`src/rtl/lw_writeback_unit_pkg.sv`:
```
// Shared types and defaults for the load-word writeback unit: FSM states,
// queue entry layout and timeout counter sizing.
package lw_wb_pkg;

    localparam int LW_M       = 32;
    localparam int LW_N       = 5;
    localparam int LW_QDEPTH  = 2;
    localparam int LW_TIMEOUT = 15;

    typedef enum logic [1:0] {
        IDLE = 2'd0,
        REQ  = 2'd1,
        WB   = 2'd2
    } lw_state_e;

    typedef struct packed {
        logic [LW_M-1:0] addr;
        logic [LW_N-1:0] rd;
    } lw_entry_t;

    // Counter must be able to represent TIMEOUT itself.
    function automatic int cnt_width(input int timeout);
        return $clog2(timeout + 1);
    endfunction

    localparam int LW_CW = cnt_width(LW_TIMEOUT);

endpackage

```
`src/rtl/lw_writeback_unit_if.sv`:
```
// Bus bundle for the writeback unit: load issue, data-memory read and
// register-file write port. master = the unit, slave = its environment.
interface lw_writeback_unit_if
    import lw_wb_pkg::*;
#(
    parameter int M = LW_M,
    parameter int N = LW_N
);
    logic         ld_valid;
    logic         ld_ready;
    logic [M-1:0] ld_addr;
    logic [N-1:0] ld_rd;
    logic         mem_req;
    logic [M-1:0] mem_addr;
    logic         mem_ack;
    logic [M-1:0] mem_rdata;
    logic         we_fr;
    logic [N-1:0] wa_fr;
    logic [M-1:0] wd_fr;
    logic         busy;
    logic         err;

    modport master (
        input  ld_valid, ld_addr, ld_rd, mem_ack, mem_rdata,
        output ld_ready, mem_req, mem_addr, we_fr, wa_fr, wd_fr, busy, err
    );

    modport slave (
        output ld_valid, ld_addr, ld_rd, mem_ack, mem_rdata,
        input  ld_ready, mem_req, mem_addr, we_fr, wa_fr, wd_fr, busy, err
    );

endinterface

```
`src/rtl/lw_writeback_unit_fifo.sv`:
```
// Small synchronous request FIFO with registered occupancy count and
// wrapping pointers; QDEPTH must be a power of two.
module lw_req_fifo
    import lw_wb_pkg::*;
#(
    parameter int  QDEPTH = LW_QDEPTH,
    parameter type T      = lw_entry_t
) (
    input  logic clk,
    input  logic rst,
    input  logic push,
    input  logic pop,
    input  T     wdata,
    output T     rdata,
    output logic full,
    output logic empty
);
    localparam int PW = $clog2(QDEPTH);
    localparam int CW = $clog2(QDEPTH + 1);
    localparam logic [PW-1:0] PTR_ONE = PW'(1);
    localparam logic [CW-1:0] CNT_ONE = CW'(1);
    localparam logic [CW-1:0] CNT_FULL = CW'(QDEPTH);

    T              mem_r [QDEPTH];
    logic [PW-1:0] wr_ptr_r;
    logic [PW-1:0] rd_ptr_r;
    logic [CW-1:0] count_r;
    logic          push_s;
    logic          pop_s;

    assign full   = (count_r == CNT_FULL);
    assign empty  = (count_r == {CW{1'b0}});
    assign push_s = push & ~full;
    assign pop_s  = pop & ~empty;
    assign rdata  = mem_r[rd_ptr_r];

    // Pointer and occupancy bookkeeping.
    always_ff @(posedge clk or posedge rst) begin
        if (rst) begin
            wr_ptr_r <= {PW{1'b0}};
            rd_ptr_r <= {PW{1'b0}};
            count_r  <= {CW{1'b0}};
        end else begin
            if (push_s) begin
                wr_ptr_r <= wr_ptr_r + PTR_ONE;
            end
            if (pop_s) begin
                rd_ptr_r <= rd_ptr_r + PTR_ONE;
            end
            case ({push_s, pop_s})
                2'b10:   count_r <= count_r + CNT_ONE;
                2'b01:   count_r <= count_r - CNT_ONE;
                default: count_r <= count_r;
            endcase
        end
    end

    // Entry storage; contents are don't-care while the slot is free.
    always_ff @(posedge clk) begin
        if (push_s) begin
            mem_r[wr_ptr_r] <= wdata;
        end
    end

endmodule

```
`src/rtl/lw_writeback_unit.sv`:
```
// Load-word writeback initiator: queues LW requests, reads data memory over
// req/ack with a timeout, then issues a one-cycle register-file write.
module lw_writeback_unit
    import lw_wb_pkg::*;
#(
    parameter int M       = LW_M,
    parameter int N       = LW_N,
    parameter int QDEPTH  = LW_QDEPTH,
    parameter int TIMEOUT = LW_TIMEOUT
) (
    input  logic                clk,
    input  logic                rst,
    lw_writeback_unit_if.master bus
);
    typedef struct packed {
        logic [M-1:0] addr;
        logic [N-1:0] rd;
    } entry_t;

    localparam int CW = cnt_width(TIMEOUT);
    localparam logic [CW-1:0] CNT_LAST = CW'(TIMEOUT - 1);
    localparam logic [CW-1:0] CNT_ONE  = CW'(1);

    lw_state_e    state_r, state_s;
    logic [CW-1:0] cnt_r, cnt_s;
    logic [M-1:0] mem_addr_r, mem_addr_s;
    logic         we_fr_r, we_fr_s;
    logic [N-1:0] wa_fr_r, wa_fr_s;
    logic [M-1:0] wd_fr_r, wd_fr_s;
    logic         err_r, err_s;
    logic         push_s, pop_s, full_s, empty_s;
    entry_t       head_s, push_entry_s;

    assign push_s       = bus.ld_valid & ~full_s;
    assign push_entry_s = '{addr: bus.ld_addr, rd: bus.ld_rd};

    lw_req_fifo #(
        .QDEPTH (QDEPTH),
        .T      (entry_t)
    ) u_fifo (
        .clk   (clk),
        .rst   (rst),
        .push  (push_s),
        .pop   (pop_s),
        .wdata (push_entry_s),
        .rdata (head_s),
        .full  (full_s),
        .empty (empty_s)
    );

    // Next-state, queue pop and registered-output next values.
    always_comb begin
        state_s    = state_r;
        cnt_s      = cnt_r;
        mem_addr_s = mem_addr_r;
        we_fr_s    = 1'b0;
        wa_fr_s    = wa_fr_r;
        wd_fr_s    = wd_fr_r;
        err_s      = 1'b0;
        pop_s      = 1'b0;
        case (state_r)
            IDLE: begin
                if (empty_s) begin
                    state_s = IDLE;
                end else if (head_s.addr[1:0] != 2'b00) begin
                    err_s = 1'b1;
                    pop_s = 1'b1;
                end else begin
                    mem_addr_s = head_s.addr;
                    cnt_s      = {CW{1'b0}};
                    state_s    = REQ;
                end
            end
            REQ: begin
                if (bus.mem_ack) begin
                    state_s = WB;
                    // The write is launched here so it is visible during WB.
                    if (head_s.rd != {N{1'b0}}) begin
                        we_fr_s = 1'b1;
                        wa_fr_s = head_s.rd;
                        wd_fr_s = bus.mem_rdata;
                    end else begin
                        we_fr_s = 1'b0;
                    end
                end else if (cnt_r == CNT_LAST) begin
                    err_s   = 1'b1;
                    pop_s   = 1'b1;
                    state_s = IDLE;
                end else if (cnt_r < CNT_LAST) begin
                    cnt_s = cnt_r + CNT_ONE;
                end else begin
                    cnt_s = cnt_r;
                end
            end
            WB: begin
                pop_s   = 1'b1;
                state_s = IDLE;
            end
            default: begin
                state_s = IDLE;
            end
        endcase
    end

    // State and output registers.
    always_ff @(posedge clk or posedge rst) begin
        if (rst) begin
            state_r    <= IDLE;
            cnt_r      <= {CW{1'b0}};
            mem_addr_r <= {M{1'b0}};
            we_fr_r    <= 1'b0;
            wa_fr_r    <= {N{1'b0}};
            wd_fr_r    <= {M{1'b0}};
            err_r      <= 1'b0;
        end else begin
            state_r    <= state_s;
            cnt_r      <= cnt_s;
            mem_addr_r <= mem_addr_s;
            we_fr_r    <= we_fr_s;
            wa_fr_r    <= wa_fr_s;
            wd_fr_r    <= wd_fr_s;
            err_r      <= err_s;
        end
    end

    assign bus.ld_ready = ~full_s;
    assign bus.mem_req  = (state_r == REQ);
    assign bus.mem_addr = mem_addr_r;
    assign bus.we_fr    = we_fr_r;
    assign bus.wa_fr    = wa_fr_r;
    assign bus.wd_fr    = wd_fr_r;
    assign bus.err      = err_r;
    assign bus.busy     = ~empty_s | (state_r != IDLE);

endmodule

```
`src/flat_wrapper.sv`:
```
// flat-port wrapper written by rule: the top's interface ports become plain ports
module lw_writeback_unit_flat import lw_wb_pkg::*;
#(
    parameter int M       = LW_M,
    parameter int N       = LW_N,
    parameter int QDEPTH  = LW_QDEPTH,
    parameter int TIMEOUT = LW_TIMEOUT
)
  (clk, rst, bus_ld_valid, bus_ld_addr, bus_ld_rd, bus_mem_ack, bus_mem_rdata, bus_ld_ready, bus_mem_req, bus_mem_addr, bus_we_fr, bus_wa_fr, bus_wd_fr, bus_busy, bus_err);
  lw_writeback_unit_if #(.M(M), .N(N)) bus_i ();
  input  logic clk;
  input  logic rst;
  input wire logic [$bits(bus_i.ld_valid)-1:0] bus_ld_valid;
  input wire logic [$bits(bus_i.ld_addr)-1:0] bus_ld_addr;
  input wire logic [$bits(bus_i.ld_rd)-1:0] bus_ld_rd;
  input wire logic [$bits(bus_i.mem_ack)-1:0] bus_mem_ack;
  input wire logic [$bits(bus_i.mem_rdata)-1:0] bus_mem_rdata;
  output wire logic [$bits(bus_i.ld_ready)-1:0] bus_ld_ready;
  output wire logic [$bits(bus_i.mem_req)-1:0] bus_mem_req;
  output wire logic [$bits(bus_i.mem_addr)-1:0] bus_mem_addr;
  output wire logic [$bits(bus_i.we_fr)-1:0] bus_we_fr;
  output wire logic [$bits(bus_i.wa_fr)-1:0] bus_wa_fr;
  output wire logic [$bits(bus_i.wd_fr)-1:0] bus_wd_fr;
  output wire logic [$bits(bus_i.busy)-1:0] bus_busy;
  output wire logic [$bits(bus_i.err)-1:0] bus_err;
  assign bus_i.ld_valid = bus_ld_valid;
  assign bus_i.ld_addr = bus_ld_addr;
  assign bus_i.ld_rd = bus_ld_rd;
  assign bus_i.mem_ack = bus_mem_ack;
  assign bus_i.mem_rdata = bus_mem_rdata;
  assign bus_ld_ready = bus_i.ld_ready;
  assign bus_mem_req = bus_i.mem_req;
  assign bus_mem_addr = bus_i.mem_addr;
  assign bus_we_fr = bus_i.we_fr;
  assign bus_wa_fr = bus_i.wa_fr;
  assign bus_wd_fr = bus_i.wd_fr;
  assign bus_busy = bus_i.busy;
  assign bus_err = bus_i.err;
  lw_writeback_unit #(.M(M), .N(N), .QDEPTH(QDEPTH), .TIMEOUT(TIMEOUT)) u_core (.clk(clk), .rst(rst), .bus(bus_i));
endmodule
```
`config.mk`:
```
export PLATFORM = sky130hd
export DESIGN_NAME = lw_writeback_unit_flat
export DESIGN_NICKNAME = d
export VERILOG_FILES = /design/src/rtl/lw_writeback_unit_pkg.sv /design/src/rtl/lw_writeback_unit_if.sv /design/src/rtl/lw_writeback_unit_fifo.sv /design/src/rtl/lw_writeback_unit.sv /design/src/flat_wrapper.sv
export SDC_FILE = /design/constraint.sdc
export NUM_CORES = 1
export LEC_CHECK = 0
export BUFFER_PORTS_ARGS = -buffer_cell sky130_fd_sc_hd__buf_2
export CAP_MARGIN = 0
export CORE_MARGIN = 3
export CORE_UTILIZATION = 30
export DETAILED_ROUTE_END_ITERATION = 8
export PLACE_DENSITY_LB_ADDON = 0.15
export SLEW_MARGIN = 20
export SYNTH_ARGS = -nofsm -noshare
export SYNTH_HDL_FRONTEND = slang
export SYNTH_SLANG_ARGS = --single-unit
```
`constraint.sdc`:
```
create_clock -name clk -period 2.9 [get_ports clk]
set_clock_uncertainty 0.2 [all_clocks]
set_input_delay 0.58 -clock clk [delete_from_list [all_inputs] [get_ports clk]]
set_output_delay 0.58 -clock clk [all_outputs]
set_load 0.01 [all_outputs]
```
After elaboration in Yosys (flattened, before gate mapping)
Memory sizes are Yosys's and may differ from the RTL's.
Index checks and enable logic that the tools add are counted.

operators by class
  add/sub/neg operators = 5
  $lt $le $gt $ge = 1
  equal/unequal tests = 13
  muxes and demuxes = 23
  bitwise gates (word level) = 7
  reductions and logical operators = 11

operators by type and width
  cell                 count
  $mux 4               5
  $mux 1               9
  $mux 2               4
  $ne 2x2->1 const B   4
  $pmux 2 s2           2
  $pmux 4 s2           1
  $reduce_bool 2->1    4
  $eq 2x2->1 const B   3
  $ne 3x2->1 const B   2
  $reduce_and 3->1     2
  $reduce_and 6->1     1
  $reduce_bool 5->1    1
  $add 4x1->4 const B  1
  $eq 2x1->1 const B   2
  $eq 4x4->1 const B   1
  $logic_not 2->1      2
  $lt 4x4->1 const B   1
  $and 1x1->1          3
  $not 1->1            3
  $pmux 1 s3           1
  $add 1x1->1 const B  2
  $add 2x1->2 const B  1
  $ne 2x1->1 const B   1
  $pmux 1 s2           1
  3 further kinds      3

word-level totals
  bits in registers = 81
  memory bits (writable) = 74
  input bits = 73
  word-level logic and storage cells = 71
  memories = 1

memory list
  name                 words  bits a word  rd ports  clocked after Yosys merged registers in  write ports  RTL line                      text
  u_core.u_fifo.mem_r  2      37           1         0                                        1            lw_writeback_unit_fifo.sv:24  T mem_r [QDEPTH];

Depth between registers and ports, before layout
Gate-level depths: netlist (run 1).
An unclocked memory read counts as a cell.

  depth after elaboration = 8
  depth in mapped cells = 8
  mapped depth without buffers = 8

Hierarchy
A second synthesis (run 1) with hierarchy kept.

second synthesis, totals
  cells, all modules = 325
  area total of the unflattened synthesis = 6089.6 sq um

by module, submodules not included
  module             instances  cells an instance  area each (sq um)  seq. area each (sq um)
  lw_writeback_unit  1          191                3136.8             1926.8
  lw_req_fifo        1          134                2952.8             2322.2

Least setup slack after synthesis (run 1)
OpenSTA, ideal clock, no wires.

  kind = reg2reg
  from = register u_core.u_fifo.count_r[0]
  to = memory u_core.u_fifo.mem_r[0][0] (netlist bit) (enable)
  arrival time = 2.294 ns
  setup slack = -0.025 ns
  stages on the path, launching flop included = 4
  buffers on the path = 0
  cell sequence = dfrtp_1 nand2b_1 nand2_1 nor2_1

between the ends
  word-level cells in the longest chain between the ends = 6

RTL lines
  item                            RTL line                      text
  start, declared                 lw_writeback_unit_fifo.sv:27  logic [CW-1:0] count_r;
  start signal, assigned          lw_writeback_unit_fifo.sv:42  count_r <= {CW{1'b0}};
  start signal, assigned          lw_writeback_unit_fifo.sv:51  2'b10: count_r <= count_r + CNT_ONE;
  start signal, assigned          lw_writeback_unit_fifo.sv:52  2'b01: count_r <= count_r - CNT_ONE;
  $eq 2x2->1 *                    lw_writeback_unit_fifo.sv:31  assign full = (count_r == CNT_FULL);
  $not 1->1 *                     n/a
  via bus_ld_ready                flat_wrapper.sv:18            output wire logic [$bits(bus_i.ld_ready)-1:0] bus_ld_ready;
  $and 1x1->1                     lw_writeback_unit.sv:34       assign push_s = bus.ld_valid & ~full_s;
  $and 1x1->1 *                   lw_writeback_unit_fifo.sv:33  assign push_s = push & ~full;
  $mux 1 *                        lw_writeback_unit_fifo.sv:60  if (push_s) begin
  $mux 1 (implied by the code) *  lw_writeback_unit_fifo.sv:61  mem_r[wr_ptr_r] <= wdata;
  end, declared                   lw_writeback_unit_fifo.sv:24

Mark *: on every way through the listed nets, which the timed path passes. The rest lies on a longest branch.

Worst setup path after layout (run 1)
  from = register u_core.u_fifo.rd_ptr_r
  to = register u_core.wd_fr_r[27], in the netlist u_core.bus.wd_fr[27]

between the ends
  word-level cells in the longest chain between the ends = 3

RTL lines
  item                               RTL line                      text
  start, declared                    lw_writeback_unit_fifo.sv:26  logic [PW-1:0] rd_ptr_r;
  start signal, assigned             lw_writeback_unit_fifo.sv:41  rd_ptr_r <= {PW{1'b0}};
  start signal, assigned             lw_writeback_unit_fifo.sv:48  rd_ptr_r <= rd_ptr_r + PTR_ONE;
  $mem_v2 2x37                       n/a
  $reduce_bool 5->1                  lw_writeback_unit.sv:78       if (head_s.rd != {N{1'b0}}) begin
  $reduce_and 3->1 (no source line)  n/a
  end signal, assigned               lw_writeback_unit.sv:113      wd_fr_r <= {M{1'b0}};
  end signal, assigned               lw_writeback_unit.sv:121      wd_fr_r <= wd_fr_s;
  end, declared                      lw_writeback_unit.sv:29       logic [M-1:0] wd_fr_r, wd_fr_s;

Every way passes these cells.
A chain may end at the register's enable or synchronous reset.

==> results_dict.tcl, run 1 <==
set metrics [dict create \
    start_kind "register" \
    grt_overflow_total 0 \
    first_pass_grt_wire_length_mm 19.4 \
    cts.sinks 155 \
    cts_inserted_buffers 17 \
    core_area_um2 19000 \
    antenna_found_initial 0 \
    synthesis.area_per_instance_um2 16.3 \
    antenna_cells 0 \
    rows 50 \
    cts.repair_timing.setup_buffer_count 0 \
    post-route-drc-count 0 \
    p_leak_nw 3.38 \
    run_status "complete, no violations" \
    synth_flop_cell "dfrtp_1" \
    crit_required_ns 2.99 \
    port_buffers 146 \
    postCtsHoldBufs 0 \
    areaGrowthSynthToFinish_pct 29.6 \
    wl_mm 11.9 \
    critPathKind "reg2reg" \
    netlist_area_pre_place_um2 5920 \
    synth_cells 362 \
    area_taken_by_multi_input_logic_gates_um2 1530 \
    intPower_w 0.00603 \
    fin_tns_setup_ns 0 \
    route.detailed.vias_per_inst 4.29 \
    worst_slew_pin_slew_ns 0.693 \
    synth-seq-cells 155 \
    clk_pin_slew_ns 0.06 \
    drive_above_1_share_pct 43.8 \
    tritoncts "yes" \
    cap_violations 0 \
    area.sequential_um2 4250 \
    total_switching_power_w 0.00262 \
    synth.top_cell.area_share_pct 37.6 \
    rsz0062_at_grt "no" \
    grt_start_max_net_pins 47 \
    layout_commonest_cell "buf_2" \
    slew_violations 0 \
    critical_path_peak_fanout 35 \
    setup_violating_endpoint_count_in_the_final_report 0 \
    hold_violations 0 \
    yosysSeqAreaShare_pct 71.8 \
    htree_levels 4 \
    nets 600 \
    mappedNetlistNets 438 \
    fp.dieW_um 146 \
    initial_utilization_pct 31.1 \
    clock.fmax_mhz 467 \
    global_route.usage.met1_pct 15.0 \
    comb_power_share_pct 30.5 \
    clock_tree.root_cell "clkbuf_16" \
    dr.pass1.iters 4 \
    yosysUniqueCellTypes 38 \
    commonest_cells_after_routing_fill_and_taps_aside "146 x buf_2, 80 x dfrtp_1, 74 x edfxtp_1, 37 x nor2_1, 33 x mux2i_1" \
    critical_path_arrival_ns 2.24 \
    layout_min_cycle_time_ns 2.14 \
    grt_busiest_layer "met2" \
    power.clock.fraction_pct 29.0 \
    ir_drop_uv 432 \
    share_seq_of_total_power_pct 40.6 \
    avgRoutedWirePerCell_um 14.9 \
    crit_path_end_kind "register" \
    hold_class "in2async" \
    grt_pass1_vias 3643 \
    grtUsageMet2_pct 18.2 \
    cts_repair_resize_count 0 \
    worst_skew_late_latency_ns 0.41 \
    met3_usage_pct 4.35 \
    power_density_nw_per_um2 1130 \
    clk_path_buf_depth 2 \
    die-area_um2 21400 \
    gpl_wtd_cong 0.722 \
    power.total_w 0.00865 \
    routed-via-count 3423 \
    synth.top_cells.by_area "edfxtp_1 38%, dfrtp_1 34%, mux2_4 7.1%, mux2i_1 5.6%, a21oi_1 2.7%" \
    i_o_pin_cnt 147 \
    synth-async-reset-ratio_pct 52.3 \
    final.period_utilization_pct 73.9 \
    synth_largest_area_cell "edfxtp_1" \
    detailedRoute.firstIterationViolations 93 \
    nFillCells 1819 \
    max-slew-margin-rel_pct 53.7 \
    track_usage_pct 11.6 \
    yosys_warning_total 0 \
    chipHeight_um 146 \
    switching_fraction_of_total_power_pct 30.3 \
    synth_edf_count 74 \
    drtAntennaViolNets 0 \
    hpwlAfterDp_mm 8.09 \
]
worst max-delay path: stages (launching register included):
cell and delay, ns:
dfrtp_2 0.43, buf_4 0.35, a21oi_1 0.18, o21ai_4 0.19
buf_12 0.26, mux2_2 0.37
power by group through the flow:
stage,clock network [W],logic [W],registers (W)
2_1_floorplan,0,0.00153,0.00373
3_3_place_gp,0,0.00266,0.00354
3_5_place_dp,0,0.00269,0.00355
4_1_cts,0.00259,0.00270,0.00352
5_1_grt,0.00269,0.00291,0.00361
6_report,0.00250,0.00264,0.00351
Yosys cell counts, drive strengths merged, types with 2 or more instances:
cell,number
nor3,3
o21ai,5
buf,15
dfrtp,81
o2bb2ai,3
xnor2,3
a21oi,32
edfxtp,74
nor3b,2
xor2,2
inv,5
a22o,2
ha,3
mux2,37
nor2,38
mux2i,33
nor2b,3
nand2,7
final timing paths:
check	to	from	slack, ns	depth (start not counted)
min in group clk	u_core.u_fifo.mem_r[1][5]	bus_ld_addr[0]	0.15	1
max in group asynchronous	u_core.u_fifo.rd_ptr_r	rst	1.76	3
hold / removal	u_core.bus.wd_fr[19]	rst	0.05	2
setup / recovery	u_core.bus.wd_fr[27]	u_core.u_fifo.rd_ptr_r	0.76	5
hold reg to reg	u_core.bus.wa_fr[3]	u_core.bus.wa_fr[3]	0.28	1
setup reg to reg	u_core.bus.wd_fr[27]	u_core.u_fifo.rd_ptr_r	0.76	5
state kept, by name, indices dropped and copies added (netlist names):
signal	flops
u_core.u_fifo.mem_r	74
u_core.bus.wd_fr	32
u_core.bus.we_fr	1
u_core.u_fifo.count_r	2
u_core.u_fifo.wr_ptr_r	1
u_core.state_r	2
u_core.bus.wa_fr	5
u_core.bus.mem_addr	32
u_core.cnt_r	4
u_core.u_fifo.rd_ptr_r	1
u_core.bus.err	1
layer usage:
metal  part of all wire (%)  routed length (µm)
met5                      0                   0
met4                    1.0                 120
met3                    7.2                 857
met2                     46                5470
met1                     46                5460
kinds of logic after synthesis:
kind of cell | synth area share, %
flops | 71.8
simple gates | 4.82
fa+ha+maj | 0.634
compound gates | 5.10
buf+inv | 2.50
mux | 14.4
xor+xnor | 0.740
cell type report:
class | count | share of cell area, %
well taps | 260 | 4.24
clock buffers | 18 | 5.60
clock inverters | 14 | 3.17
multi-input cells | 187 | 19.9
flip-flops and latches | 155 | 55.4
inverters | 5 | 0.261
repair buffers | 158 | 11.4
stage by stage:
stage                     utilization [%]  setup slack (ns)  instances  hold slack [ns]  instance area (µm²)
final                                40.3             0.757        797           0.0532                 7670
after global routing                 40.3             0.642        797            0.103                 7670
after CTS                            40.3             0.730        797           0.0649                 7670
after detailed placement             36.8             0.629        765            0.273                 7000
after global placement               36.8             0.642        765            0.279                 7000
after floorplan                         -            0.0399        362            0.279                 5920
Note: power is estimated with default switching activity, not from simulation.
==> run 2: changes to the inputs <==
clock period = 1.8 ns   (was 2.9 ns; I/O delays follow)
==> run 2 against run 1 <==
Against the previous run:
- combinational power increased by 95%
- the flow now finishes with violations (negative setup slack)
- routed wire length up 12%
- worst hold slack improved by 0.12 ns
- sequential cell count unchanged
- core utilization increased by 5.7 points
- largest cell class unchanged
==> results_dict.tcl, run 2 (same netlist as run 1, synthesis figures left out) <==
set metrics [dict create \
    detailedPlace.worstSlack_ns -0.121 \
    clock.fmax_mhz 522 \
    met2WireLength_mm 6.51 \
    worst_slew_pin_slew_ns 0.471 \
    grt_overflow_total 0 \
    ir_drop_uv 675 \
    crit_path_end_kind "register" \
    p_leak_nw 3.88 \
    nets 704 \
    critPathTopFamily "flip-flops" \
    final.period_utilization_pct 106 \
    largest_register_ff_count 74 \
    final_critical_path_setup_slack_ns -0.115 \
    commonest_cells_after_routing_fill_and_taps_aside "145 x buf_2, 78 x dfrtp_1, 74 x edfxtp_1, 70 x dlygate4sd3_1" \
    power.total_w 0.0142 \
    critical_path_peak_fanout 5 \
    tritoncts "yes" \
    layout_min_cycle_time_ns 1.91 \
    failed_checks "negative setup slack" \
    critPathSlowestCell "edfxtp_1" \
    setup_violating_endpoint_count_in_the_final_report 53 \
    hold_class "in2reg" \
    critical_path_arrival_ns 2.01 \
    crit_required_ns 1.90 \
    nFillCells 1747 \
    fin_hold_ws_ns 0.172 \
    final_core_utilization_pct 46.0 \
    initial_utilization_pct 31.1 \
    critPathMaxStageDelay_ns 0.42 \
    chipHeight_um 146 \
    antenna_cells 0 \
    first_pass_grt_wire_length_mm 21.4 \
    dr.pass1.iters 4 \
    gpl_wtd_cong 0.690 \
    drive_above_1_share_pct 44.1 \
    core_area_um2 19000 \
    port_buffers 146 \
    run_status "complete, but fails checks" \
    worst_skew_late_latency_ns 0.42 \
    slew_violations 0 \
    largest_register "u_core.u_fifo.mem_r" \
    route.layer.met1.wl_mm 5.85 \
    start_kind "register" \
    route.detailed.vias_per_inst 4.30 \
    clk_path_buf_depth 2 \
    wl_mm 13.3 \
    grt_start_max_net_pins 82 \
    detailedRoute.firstIterationViolations 100 \
    critPathKind "reg2reg" \
    worst-path-buf-inv 2 \
    post-route-drc-count 0 \
    htree_levels 4 \
    i_o_pin_cnt 147 \
    rows 50 \
    grt_pass1_vias 4119 \
    clock_tree.root_cell "clkbuf_16" \
    hpwlAfterDp_mm 8.15 \
    cap_violations 0 \
    clk_pin_slew_ns 0.07 \
    met3WireLength_um 852 \
    routed-via-count 3873 \
    track_usage_pct 12.7 \
    fp.dieW_um 146 \
    layout_commonest_cell "buf_2" \
    topRoutingLayerUsed "met4" \
    cts.sinks 155 \
    drtAntennaViolNets 0 \
    antenna_found_initial 0 \
    avgRoutedWirePerCell_um 14.8 \
    areaGrowthSynthToFinish_pct 47.9 \
    rsz0062_at_grt "yes" \
    max-slew-margin-rel_pct 68.6 \
    power_density_nw_per_um2 1620 \
    cts_inserted_buffers 17 \
    die-area_um2 21400 \
    hold_violations 0 \
    crit_path_cell_trace "nor4_4, a31oi_2, o21ai_4, buf_4, clkbuf_16, mux2_4" \
]
-- run 2: changes by cell type in the layout (fill, tap and decap cells not counted), moves of 3 or more --
cell           before  now
mux2_4             28   33
inv_6               1    4
dlygate4sd3_1       0   70
mux2_2              9    4
bufinv_16           6    1
buf_4               8   28
buf_12              4    9
nor2_2              0    4
nor2_1             37   32
buf_6               0    8
-- run 2: cell type report --
cell class | instances | area, µm² | area share, %
clock buffers | 19 | 433 | 4.95
multi-input cells | 187 | 1650 | 18.8
repair buffers | 262 | 1960 | 22.4
well taps | 260 | 325 | 3.72
clock inverters | 13 | 116 | 1.33
inverters | 5 | 22.5 | 0.257
flip-flops and latches | 155 | 4250 | 48.6
-- run 2: final timing paths --
path / slack [ns] / startpoint / cells after the start / end
min in group asynchronous: 0.43 / rst / 4 / u_core.bus.wd_fr[21]
worst max-delay path: -0.11 / u_core.u_fifo.mem_r[0][3] / 6 / u_core.bus.wd_fr[22]
worst max register to register: -0.11 / u_core.u_fifo.mem_r[0][3] / 6 / u_core.bus.wd_fr[22]
max in group asynchronous: 0.58 / rst / 4 / u_core.u_fifo.rd_ptr_r
worst min register to register: 0.28 / u_core.bus.wa_fr[3] / 1 / u_core.bus.wa_fr[3]
worst min-delay path: 0.17 / bus_ld_valid / 3 / u_core.u_fifo.wr_ptr_r
-- run 2: worst min-delay path: cells and delay by family --
kind                      cells  cell delay, ns
buffers and inverters         1            0.10
and+or+nand+nor               1            0.20
xor gates and xnor gates      1            0.09
-- run 2: repair_timing --
item	CTS	global route
gates cloned	1	2
pin swaps	6	8
hold buffers	70	0
setup buffers	8	7
endpoints found under the hold margin	187	0
endpoints found under the setup margin	56	51
gates resized for setup	21	18
-- run 2: per-layer routing --
metal	vias to the layer above	track usage [%]
met4	0	2.96
met1	1879	15.3
met3	15	5.00
met5	-	0
li1	1850	-
met2	129	21.5
-- run 2: stage by stage --
stage          TNS, ns  instances  cell area (µm²)
2_1_floorplan    -7.49        362             5950
3_5_place_dp     -2.93        783             7190
5_1_grt          -7.32        901             8750
6_report         -2.92        901             8750
3_3_place_gp     -2.06        783             7190
4_1_cts          -2.84        893             8610
-- run 2: power breakdown --
group          total [W]  switching [W]  internal (W)
logic            0.00516        0.00246       0.00270
registers        0.00569       0.000643       0.00505
clock network    0.00334        0.00143       0.00191
==> run 3: changes to the inputs <==
ABC_AREA = 1   (was unset)
==> run 3 against run 2 <==
Against the previous run:
- the run still ends with negative setup slack left
- core utilization grew 1.6 points
- worst setup slack gained 0.044 ns
- count of clock-buffer cells in the layout shrank 1
- combinational power grew 8.3%
- first-iteration DRC count grew 110%
- cell count grew 12%
- routed wire length grew 10%
- area after synthesis shrank 0.74%
- critical endpoint is now u_core.u_fifo.count_r[1]
==> results_dict.tcl, run 3 <==
set metrics [dict create \
    run_status "complete, but fails checks" \
    failed_checks "negative setup slack" \
    clock_tree.root_cell "clkbuf_16" \
    clk_pin_slew_ns 0.06 \
    comb_power_share_pct 38.0 \
    port_buffers 146 \
    die-area_um2 21300 \
    netlist_area_pre_place_um2 5870 \
    clk_path_buf_depth 2 \
    chipHeight_um 146 \
    critical_path_arrival_ns 1.96 \
    drive_above_1_share_pct 40.3 \
    grt_overflow_total 0 \
    rows 50 \
    yosys_warning_total 0 \
    final_core_utilization_pct 47.6 \
    layout_min_cycle_time_ns 1.87 \
    post-synth-top-count-cell "nand2_1" \
    layout_commonest_cell "buf_2" \
    switching_fraction_of_total_power_pct 35.1 \
    i_o_pin_cnt 147 \
    final_cell_area_um2 9020 \
    largest_register_ff_count 74 \
    synthesis.area_per_instance_um2 12.2 \
    timing.critical_path.depth 12 \
    crit-reg2reg-launch "u_core.cnt_r[0]" \
    slew_violations 0 \
    total_switching_power_w 0.00516 \
    share_seq_of_total_power_pct 38.4 \
    synth-async-reset-ratio_pct 52.3 \
    cts.sinks 155 \
    yosysUniqueCellTypes 24 \
    ir_drop_uv 624 \
    mappedNetlistNets 557 \
    worst-path-buf-inv 2 \
    nFillCells 1718 \
    final_critical_path_setup_slack_ns -0.0711 \
    commonest_cells_after_routing_fill_and_taps_aside "144 x buf_2, 85 x nand2_1, 80 x dfrtp_1, 74 x edfxtp_1, 70 x dlygate4sd3_1" \
    critPathMaxStageDelay_ns 0.39 \
    crit_path_cell_trace "inv_2, ha_4, nand3_2, nor2_1, nor2_1, nand2_1, nand2_2, inv_2, ha_4, a21oi_2, o21ai_1, xor2_1" \
    power_density_nw_per_um2 1630 \
    worst_setup_path_endpoint "u_core.u_fifo.count_r[1]" \
    grt_pass1_vias 4463 \
    area_taken_by_multi_input_logic_gates_um2 1790 \
    placed_cell_area_um2 7230 \
    area.sequential_um2 4250 \
    synth.top_cells.by_area "edfxtp_1 38%, dfrtp_1 35%, nand2_1 9.2%, mux2i_1 5.1%, nand3_1 3.7%" \
    track_usage_pct 13.2 \
    worst_slew_pin_slew_ns 0.480 \
    dr.pass1.iters 4 \
    critPathSlowestCell "dfrtp_1" \
    drtAntennaViolNets 0 \
    htree_levels 4 \
    setup_violating_endpoint_count_in_the_final_report 4 \
    detailedRoute.firstIterationViolations 208 \
    tritoncts "yes" \
    cts_inserted_buffers 17 \
    antenna_cells 0 \
    hold_class "in2reg" \
    wl_mm 14.7 \
    cap_violations 0 \
    fp.dieW_um 146 \
    worst_setup_sp "u_core.cnt_r[0]" \
    worst_skew_late_latency_ns 0.41 \
    synth_edf_count 74 \
    rsz0062_at_grt "yes" \
    final.period_utilization_pct 104 \
    r2r.worst_path.cells 12 \
    max-slew-margin-rel_pct 68.0 \
    critical_path_peak_fanout 2 \
    first_pass_grt_wire_length_mm 22.7 \
    largest_register "u_core.u_fifo.mem_r" \
    p_leak_nw 4.13 \
    synth.top_cell.area_share_pct 37.8 \
    hpwlAfterDp_mm 8.75 \
    synth-seq-cells 155 \
    nets 814 \
    start_kind "register" \
    r2r_setup_slack_ns -0.07 \
    critPathTopFamily "flip-flops" \
    clock.fmax_mhz 534 \
    synth.cells.most_frequent "144 x nand2_1, 81 x dfrtp_1, 74 x edfxtp_1" \
    routed-via-count 4395 \
    avgRoutedWirePerCell_um 14.5 \
    post-route-drc-count 0 \
    critPathKind "reg2reg" \
    core_area_um2 19000 \
    antenna_found_initial 0 \
    fin_hold_ws_ns 0.0593 \
    route.detailed.vias_per_inst 4.35 \
    hold_violations 0 \
    crit_path_end_kind "register" \
    yosysSeqAreaShare_pct 72.3 \
    gpl_wtd_cong 0.764 \
    detailedPlace.worstSlack_ns -0.115 \
    initial_utilization_pct 31.0 \
    areaGrowthSynthToFinish_pct 53.6 \
    synth_cells 481 \
    synth_flop_cell "dfrtp_1" \
    grt_start_max_net_pins 82 \
    r2r_end "u_core.u_fifo.count_r[1]" \
    power.clock.fraction_pct 23.6 \
    crit_required_ns 1.89 \
    synth_largest_area_cell "edfxtp_1" \
    intPower_w 0.00953 \
]
-- run 3: cell count changes in the layout (fill, tap and decap cells not counted), moves of 23 or more --
cell     previous run  this run
mux2_4             33         0
nand2_1             7        85
nand3_1             1        43
nor2_1             32         9
a21oi_1            31         1
nand2_2             0        41
o21ai_0             3        35
-- run 3: metrics by stage --
stage	power, W	TNS, ns	cells
final	0.0147	-0.132	1011
after global routing	0.0157	-3.89	1011
after CTS	0.0141	-0.238	1001
after detailed placement	0.0102	-0.133	897
after global placement	0.0101	-0.0497	897
after floorplan	0.00819	-1.38	481
-- run 3: final cells by class --
cell class,count,share of cell area [%]
flip-flops and latches,155,47.1
repair buffers,259,22.2
multi-input cells,285,19.8
clock buffers,18,4.87
well taps,260,3.61
clock inverters,14,1.50
inverters,20,0.902
-- run 3: kinds of logic (layout without fill, tap and decap cells) --
| logic type | count (synthesis) | count (layout) | share of synthesized area, % |
|---|---|---|---|
| simple gates | 209 | 209 | 14.8 |
| flops | 155 | 155 | 72.3 |
| buf+inv | 41 | 311 | 3.15 |
| compound gates | 40 | 40 | 3.52 |
| mux | 30 | 30 | 5.11 |
| fa+ha+maj | 3 | 3 | 0.639 |
| xor+xnor | 3 | 3 | 0.447 |
-- run 3: worst min-delay path, stage by stage --
cell	delay (ns)
buf_2	0.12
a21oi_1	0.07
nor2_1	0.08
-- run 3: metal layers --
layer  GRT usage, %  wire [µm]  vias up
met1           16.5       6460     2086
met2           22.2       7200      143
li1               -          -     2152
met3           3.89        805       14
met5              0          0        -
met4           4.23        219        0
-- run 3: timing repair --
item / 4_1_cts / 5_1_grt
gates resized for setup: 13 / 83
buffers inserted: 1 / 3
endpoints found under the setup margin: 34 / 43
pin swaps: 3 / 11
endpoints found under the hold margin: 187 / 0
hold buffers: 70 / 0
gates cloned: 1 / 7
-- run 3: worst min-delay path by stage --
| stage | startpoint | endpoint | slack [ns] | cells after the start |
|---|---|---|---|---|
| after floorplan | bus_ld_rd[0] | u_core.u_fifo.mem_r[0][0] | 0.26 | 0 |
| after global placement | u_core.bus.wd_fr[29] | u_core.bus.wd_fr[29] | 0.25 | 2 |
| after detailed placement | u_core.bus.wd_fr[4] | u_core.bus.wd_fr[4] | 0.25 | 2 |
| after CTS | bus_ld_valid | u_core.u_fifo.wr_ptr_r | 0.04 | 3 |
| after global routing | bus_ld_valid | u_core.u_fifo.wr_ptr_r | 0.05 | 3 |
| final | bus_ld_valid | u_core.u_fifo.wr_ptr_r | 0.06 | 3 |
-- run 3: power groups by stage --
| stage | sequential (W) | combinational, W | clock (W) |
|---|---|---|---|
| floorplan | 0.00588 | 0.00231 | 0 |
| global placement | 0.00554 | 0.00459 | 0 |
| detailed placement | 0.00556 | 0.00467 | 0 |
| CTS | 0.00551 | 0.00501 | 0.00358 |
| global route | 0.00577 | 0.00618 | 0.00374 |
| finish | 0.00564 | 0.00559 | 0.00347 |
